$ cat src/rtl/ir_fetch_sequencer.sv
// Two-byte instruction fetch sequencer: issues byte reads (LSB then MSB), steers the
// IR write/LH strobes, pulses PC increment and holds the instruction until retired.
module ir_fetch_sequencer #(
   parameter int unsigned WAIT_LIMIT = 15,
   parameter int unsigned CW         = 4
) (
   input  logic       i_clk,
   input  logic       i_rst_n,
   input  logic       i_enable,
   input  logic       i_mem_ready,
   input  logic       i_exec_done,
   input  logic       i_flush,
   output logic       o_mem_cs,
   output logic       o_ir_write,
   output logic       o_ir_lh,
   output logic       o_pc_inc,
   output logic       o_instr_valid,
   output logic       o_fetch_error,
   output logic [2:0] o_state
);

   typedef enum logic [2:0] {
      S_IDLE      = 3'd0,
      S_FETCH_LSB = 3'd1,
      S_FETCH_MSB = 3'd2,
      S_EXEC      = 3'd3,
      S_ERROR     = 3'd7
   } state_t;

   state_t          r_state;
   state_t          w_state_nxt;
   logic [CW-1:0]   r_wait_cnt;
   logic [CW-1:0]   w_wait_cnt_nxt;
   logic            w_at_limit;

   assign w_at_limit = (r_wait_cnt == CW'(WAIT_LIMIT));
   assign o_state    = r_state;

   // State and wait-counter registers
   always_ff @(posedge i_clk or negedge i_rst_n) begin
      if (!i_rst_n) begin
         r_state    <= S_IDLE;
         r_wait_cnt <= '0;
      end else begin
         r_state    <= w_state_nxt;
         r_wait_cnt <= w_wait_cnt_nxt;
      end
   end

   // Outputs are decoded from state and inputs so the IR latches on the state-change edge
   always_comb begin
      w_state_nxt    = r_state;
      w_wait_cnt_nxt = '0;
      o_mem_cs       = 1'b0;
      o_ir_write     = 1'b0;
      o_ir_lh        = 1'b0;
      o_pc_inc       = 1'b0;
      o_instr_valid  = 1'b0;
      o_fetch_error  = 1'b0;

      case (r_state)
         S_IDLE: begin
            if (i_enable) w_state_nxt = S_FETCH_LSB;
         end

         S_FETCH_LSB, S_FETCH_MSB: begin
            o_mem_cs = 1'b1;
            o_ir_lh  = (r_state == S_FETCH_MSB);
            if (i_flush) begin
               w_state_nxt = S_FETCH_LSB;
            end else if (i_mem_ready) begin
               // A ready byte wins even when the wait counter has reached its limit
               o_ir_write  = 1'b1;
               o_pc_inc    = 1'b1;
               w_state_nxt = (r_state == S_FETCH_LSB) ? S_FETCH_MSB : S_EXEC;
            end else if (w_at_limit) begin
               w_state_nxt = S_ERROR;
            end else begin
               w_wait_cnt_nxt = r_wait_cnt + CW'(1);
            end
         end

         S_EXEC: begin
            o_instr_valid = 1'b1;
            if (i_flush) begin
               w_state_nxt = S_FETCH_LSB;
            end else if (i_exec_done) begin
               w_state_nxt = i_enable ? S_FETCH_LSB : S_IDLE;
            end
         end

         S_ERROR: begin
            o_fetch_error = 1'b1;
         end

         default: begin
            w_state_nxt = S_IDLE;
         end
      endcase
   end

endmodule

$ cat config.mk
export PLATFORM = sky130hd
export DESIGN_NAME = ir_fetch_sequencer
export DESIGN_NICKNAME = d
export VERILOG_FILES = /design/src/rtl/ir_fetch_sequencer.sv
export SDC_FILE = /design/constraint.sdc
export NUM_CORES = 1
export LEC_CHECK = 0
export CORE_AREA = 2 2 39 41
export CTS_CLUSTER_DIAMETER = 60
export CTS_CLUSTER_SIZE = 12
export DETAILED_ROUTE_END_ITERATION = 8
export DIE_AREA = 0 0 41 43
export HOLD_SLACK_MARGIN = 0.08
export REMOVE_ABC_BUFFERS = 1
export SLEW_MARGIN = 15
export SYNTH_ARGS = -nofsm -noshare
export SYNTH_HDL_FRONTEND = slang
export SYNTH_SLANG_ARGS = --single-unit
$ cat constraint.sdc
create_clock -name i_clk -period 4 [get_ports i_clk]
set_input_delay 0.4 -clock i_clk [delete_from_list [all_inputs] [get_ports i_clk]]
set_output_delay 0.4 -clock i_clk [all_outputs]
set_load 0.01 [all_outputs]
==> impl_metrics.py, run 1 <==
metrics = {
    "floorplanning": {
        "io_pins": 15,
        "die_w_um": 41,
        "die_h_um": 43,
        "start_util_pct": 33.1,
        "core_sq_mm": 0.00138,
        "dieArea_sq_mm": 0.00176,
        "fp-row-count": 14,
    },
    "placed_design": {
        "numPortBuffers": 14,
        "place_hpwl_um": 675,
        "gp_congestion": 0.722,
    },
    "power": {
        "p_sw_uw": 110,
        "irDropWorstVdd_v": 0.000247,
        "clkPwrFrac_pct": 20.1,
        "p_leak_nw": 0.257,
        "intPower_uw": 199,
        "pwr-share-seq_pct": 34.8,
        "p_comb_share_pct": 45.0,
        "power.density_mw_per_mm2": 507,
        "swShare_pct": 35.6,
    },
    "global_routing": {
        "grt_use_met2_pct": 19.4,
        "grt_max_degree": 11,
        "grtUsageMet1_pct": 16.9,
        "grt_use_met3_pct": 6.28,
        "grt-ovfl-total": 0,
        "grt_pass1_vias": 369,
        "grt-busiest-layer": "met2",
        "grt.total_usage_pct": 13.3,
        "antenna_found_initial": 0,
        "grt_pass1_wl_mm": 1.57,
    },
    "routing": {
        "ant_nets": 0,
        "drtIter0Drc": 6,
        "wl_per_cell_um": 12.4,
        "first_pass_iters": 6,
        "post-route-drc-count": 0,
        "vias": 378,
        "avgViaCountPerCell": 5.04,
        "totalWireLength_um": 929,
    },
    "setup_path": {
        "critPathKind": "register to output port",
        "rr_endpoint": "o_state[0]$_DFFE_PN0P_",
        "crit_start": "o_state[1]$_DFFE_PN0P_",
        "r2r_slack_ns": 2.48,
        "startpoint_type": "register",
        "arrival_ns": 1.95,
        "required_ns": 3.60,
        "cp_max_fo": 10,
        "reg2reg_from": "o_state[2]$_DFFE_PN0P_",
        "reg2reg_depth": 4,
        "cp-end-kind": "output port",
        "endpoint": "o_ir_write",
    },
    "cells_and_area": {
        "diodes": 0,
        "syn_to_final_growth_pct": 33.3,
        "postLayoutCoreUtil_pct": 44.1,
        "drive_above_1_share_pct": 16.9,
        "nets": 67,
    },
    "timing": {
        "worst_slew_pin_slew_ns": 0.367,
        "period_share_pct": 58.7,
        "setup_viol_count_final": 0,
        "post-route-min-period_ns": 2.35,
        "max_freq_mhz": 426,
        "setup_tns_ns": 0,
        "fin_skew_ns": 0.00153,
        "rsz0062_at_grt": "false",
        "finalMaxSlewViolations": 0,
        "hold_violations": 0,
        "slew_headroom_pct": 75.5,
    },
    "synth": {
        "async_reset_ff_share_pct": 100,
        "yosysSeqAreaShare_pct": 38.3,
        "syn_inst": 45,
        "syn_area_sq_um": 458,
        "synth_common_cells": "dfrtp_1, nor2_1, a21oi_1",
        "synth_edf_count": 0,
        "netlist_top_cells_area": "dfrtp_1, nor2_1, buf_4",
        "synth_top_family_by_area": "simple AND/OR/NAND/NOR gates",
        "synth-xor-area-share_pct": 5.74,
        "ys.flop_type": "dfrtp_1",
        "synth-warning-count": 0,
        "synth_mux_area_share_pct": 3.28,
        "synth_top_area_cell": "dfrtp_1",
        "synthDistinctLibCells": 23,
        "yosys_register_bits": 7,
        "synth_area_per_cell_sq_um": 10.2,
        "synth_fa_ha_area_share_pct": 2.73,
        "synth_compound_area_share_pct": 16.4,
        "yosys.area_share.simple_pct": 25.4,
        "synth_top_area_share_pct": 38.3,
    },
    "cts": {
        "post_cts_buffers": 0,
        "clk_latency_ns": 0.25,
        "clk_path_buf_depth": 2,
        "htreeDepth": 1,
        "cts.sinks": 7,
        "cts_tree": "yes",
        "ctsHoldBuffers": 0,
        "cts_made_buffers": 3,
        "cts_resized": 0,
        "clk_pin_slew_ns": 0.05,
        "cts_root_buf": "clkbuf_4",
    },
    "hold_path": {
        "hold_class": "input pin to asynchronous set/reset pin",
    },
    "job": {
        "maxCapViolCount": 0,
    },
    "run_status": {
        "outcome": "completed",
    },
}
==> area by class of cell <==
class | instances | area, sq um
Fill cell | 132 | 773
Timing Repair Buffer | 14 | 140
Tap cell | 16 | 20.0
Inverter | 1 | 3.75
Multi-Input combinational cell | 33 | 245
Clock buffer | 4 | 26.3
Sequential cell | 7 | 175
==> cells in the final DEF, fill, tap and decap left out, types with 2 or more instances in the layout <==
master	count
a21oi_1	4
and3_1	2
clkbuf_4	3
clkdlybuf4s50_1	14
dfrtp_1	7
nand2_1	3
nand3_1	2
nor2_1	7
xnor2_1	2
==> power by group through the flow <==
stage               clock (mW)  sequential (mW)  combinational, mW
floorplan                    0            0.108             0.0715
global placement             0            0.108              0.138
detailed placement           0            0.109              0.139
CTS                     0.0653            0.108              0.141
finish                  0.0624            0.108              0.139
global route            0.0688            0.110              0.152
==> routing by layer <==
layer  wire (um)  up-vias
met5           0        -
met4           0        0
met3          29        0
met2         482        7
met1         417      190
li1            -      181
==> sequential cells by signal, indices dropped and copies added, names as in the netlist <==
signal	count
r_wait_cnt	4
o_state	3
==> worst max-delay path: stages, from the launching register on <==
cell and delay (ns):
dfrtp_1 0.50, xnor2_1 0.20, nor2_1 0.24, and3_1 0.22, clkdlybuf4s50_1 0.54
==> cell families after synthesis <==
group,Yosys count
compound gates,8
xor+xnor,3
fa+ha+maj,1
buf+inv,5
flops,7
mux,1
simple gates,20
==> worst min-delay path by stage <==
stage                              endpoint  slack (ns)  cells after the start
floorplan            o_state[0]$_DFFE_PN0P_        0.10                      0
global placement    r_wait_cnt[0]$_DFF_PN0_        0.45                      1
detailed placement  r_wait_cnt[0]$_DFF_PN0_        0.45                      1
CTS                  o_state[2]$_DFFE_PN0P_        0.42                      1
global route         o_state[2]$_DFFE_PN0P_        0.44                      1
finish               o_state[1]$_DFFE_PN0P_        0.41                      1
==> through the flow <==
| step | hold slack (ns) | instance area [sq um] | total power, mW | instances | setup slack (ns) |
|---|---|---|---|---|---|
| final | 0.407 | 611 | 0.310 | 75 | 1.65 |
| after global routing | 0.435 | 611 | 0.331 | 75 | 1.51 |
| after CTS | 0.416 | 611 | 0.315 | 75 | 1.63 |
| after detailed placement | 0.453 | 584 | 0.248 | 71 | 1.87 |
| after global placement | 0.449 | 584 | 0.246 | 71 | 1.88 |
| after floorplan | 0.104 | 424 | 0.179 | 41 | 2.32 |
(Power assumes the default switching activity.)
==> run 2, diff against run 1 <==
- PLACE_DENSITY: unset -> 0.65
- clock period: 4 -> 1.99 ns (I/O delays scaled with it)
==> impl_metrics.py, run 2 (same netlist as run 1, synthesis figures left out) <==
metrics = {
    "run_status": {
        "outcome": "completed",
    },
    "cts": {
        "ctsHoldBuffers": 0,
        "cts_resized": 0,
        "clk_latency_ns": 0.26,
        "cts.sinks": 7,
        "post_cts_buffers": 0,
        "cts_tree": "yes",
        "clk_path_buf_depth": 2,
        "clk_pin_slew_ns": 0.06,
        "cts_root_buf": "clkbuf_4",
        "cts_made_buffers": 3,
        "htreeDepth": 1,
    },
    "placed_design": {
        "dp_cells": 74,
        "dp_slack_ns": 0.279,
        "place_hpwl_um": 728,
        "gp_congestion": 0.787,
        "numPortBuffers": 14,
    },
    "setup_path": {
        "cp-end-kind": "output port",
        "arrival_ns": 1.67,
        "cp_max_fo": 10,
        "slowest_delay_ns": 0.55,
        "required_ns": 1.79,
        "crit_chain": "nor2_1 > and3_1 > clkdlybuf4s50_1",
        "critPathKind": "register to output port",
        "slowest_stage": "clkdlybuf4s50_1",
        "startpoint_type": "register",
    },
    "routing": {
        "wl_per_cell_um": 12.4,
        "ant_nets": 0,
        "first_pass_iters": 4,
        "vias": 390,
        "drtIter0Drc": 6,
        "avgViaCountPerCell": 5.00,
        "totalWireLength_um": 964,
        "post-route-drc-count": 0,
    },
    "timing": {
        "rsz0062_at_grt": "false",
        "setup_ws_ns": 0.117,
        "max_freq_mhz": 534,
        "slew_headroom_pct": 78.5,
        "setup_viol_count_final": 0,
        "finalMaxSlewViolations": 0,
        "fin_skew_ns": 0.00502,
        "post-route-min-period_ns": 1.87,
        "period_share_pct": 94.1,
        "worst_slew_pin_slew_ns": 0.320,
        "setup_tns_ns": 0,
        "hold_violations": 0,
    },
    "cells_and_area": {
        "final_common_cell": "clkdlybuf4s50_1",
        "drive_above_1_share_pct": 21.0,
        "largest_reg_flops": 4,
        "nets": 70,
        "layout_common_cells": "clkdlybuf4s50_1, nor2_1, dfrtp_1",
        "syn_to_final_growth_pct": 38.3,
        "finalNonFillerCells": 78,
        "postLayoutCoreUtil_pct": 45.8,
        "diodes": 0,
        "top_register": "r_wait_cnt",
    },
    "global_routing": {
        "grt_pass1_vias": 404,
        "grt_pass1_wl_mm": 1.64,
        "antenna_found_initial": 0,
        "grt_max_degree": 11,
        "grt.total_usage_pct": 14.5,
        "grt-ovfl-total": 0,
    },
    "floorplanning": {
        "start_util_pct": 33.1,
        "die_w_um": 41,
        "die_h_um": 43,
        "fp-row-count": 14,
        "core_sq_mm": 0.00138,
        "io_pins": 15,
        "dieArea_sq_mm": 0.00176,
    },
    "job": {
        "maxCapViolCount": 0,
    },
    "power": {
        "power.density_mw_per_mm2": 1070,
        "irDropWorstVdd_v": 0.000408,
        "p_leak_nw": 0.272,
    },
    "hold_path": {
        "hold_class": "input pin to asynchronous set/reset pin",
    },
}
[run 2: cell types whose count changed in the layout (fill, tap and decap cells not counted)]
cell / change
buf_4: +3
[run 2: where the power goes]
group          switching, mW  internal (mW)  total (mW)
registers             0.0159          0.165       0.181
logic                  0.164          0.196       0.359
clock network         0.0593         0.0770       0.136
[run 2: worst max-delay path: cells and delay by family (launching register included)]
| family | cells | cell delay [ns] |
|---|---|---|
| flops | 1 | 0.49 |
| buf+inv | 1 | 0.55 |
| simple gates | 2 | 0.37 |
[run 2: layout make-up]
type,count,area [sq um]
fill,142,751
timing repair buffer,17,163
tap,16,20.0
inverter,1,3.75
sequential,7,175
multi-input combinational,33,245
clock buffer,4,26.3
[run 2: per-layer routing]
metal | global-route usage [%] | wire length, um | part of all wire, %
met5 | 0 | 0 | 0
met4 | 14.0 | 48 | 5.0
met3 | 3.14 | 44 | 4.6
met2 | 22.2 | 486 | 50
met1 | 15.0 | 385 | 40
[run 2: worst paths after layout]
kind	slack, ns	cells after the start	end	from
setup / recovery	0.12	3	o_pc_inc	o_state[2]$_DFFE_PN0P_
hold reg to reg	0.46	1	r_wait_cnt[0]$_DFF_PN0_	r_wait_cnt[0]$_DFF_PN0_
max in group asynchronous	1.55	1	o_state[0]$_DFFE_PN0P_	i_rst_n
hold / removal	0.19	1	r_wait_cnt[3]$_DFF_PN0_	i_rst_n
min in group i_clk	0.46	1	r_wait_cnt[0]$_DFF_PN0_	r_wait_cnt[0]$_DFF_PN0_
setup reg to reg	0.47	5	o_state[0]$_DFFE_PN0P_	o_state[1]$_DFFE_PN0P_
[run 2: through the flow]
stage               area (sq um)  power (mW)  hold WS [ns]
finish                       633       0.677         0.193
global route                 633       0.723         0.224
global placement             607       0.539         0.450
CTS                          633       0.682         0.212
floorplan                    424       0.361       -0.0966
detailed placement           607       0.545         0.455
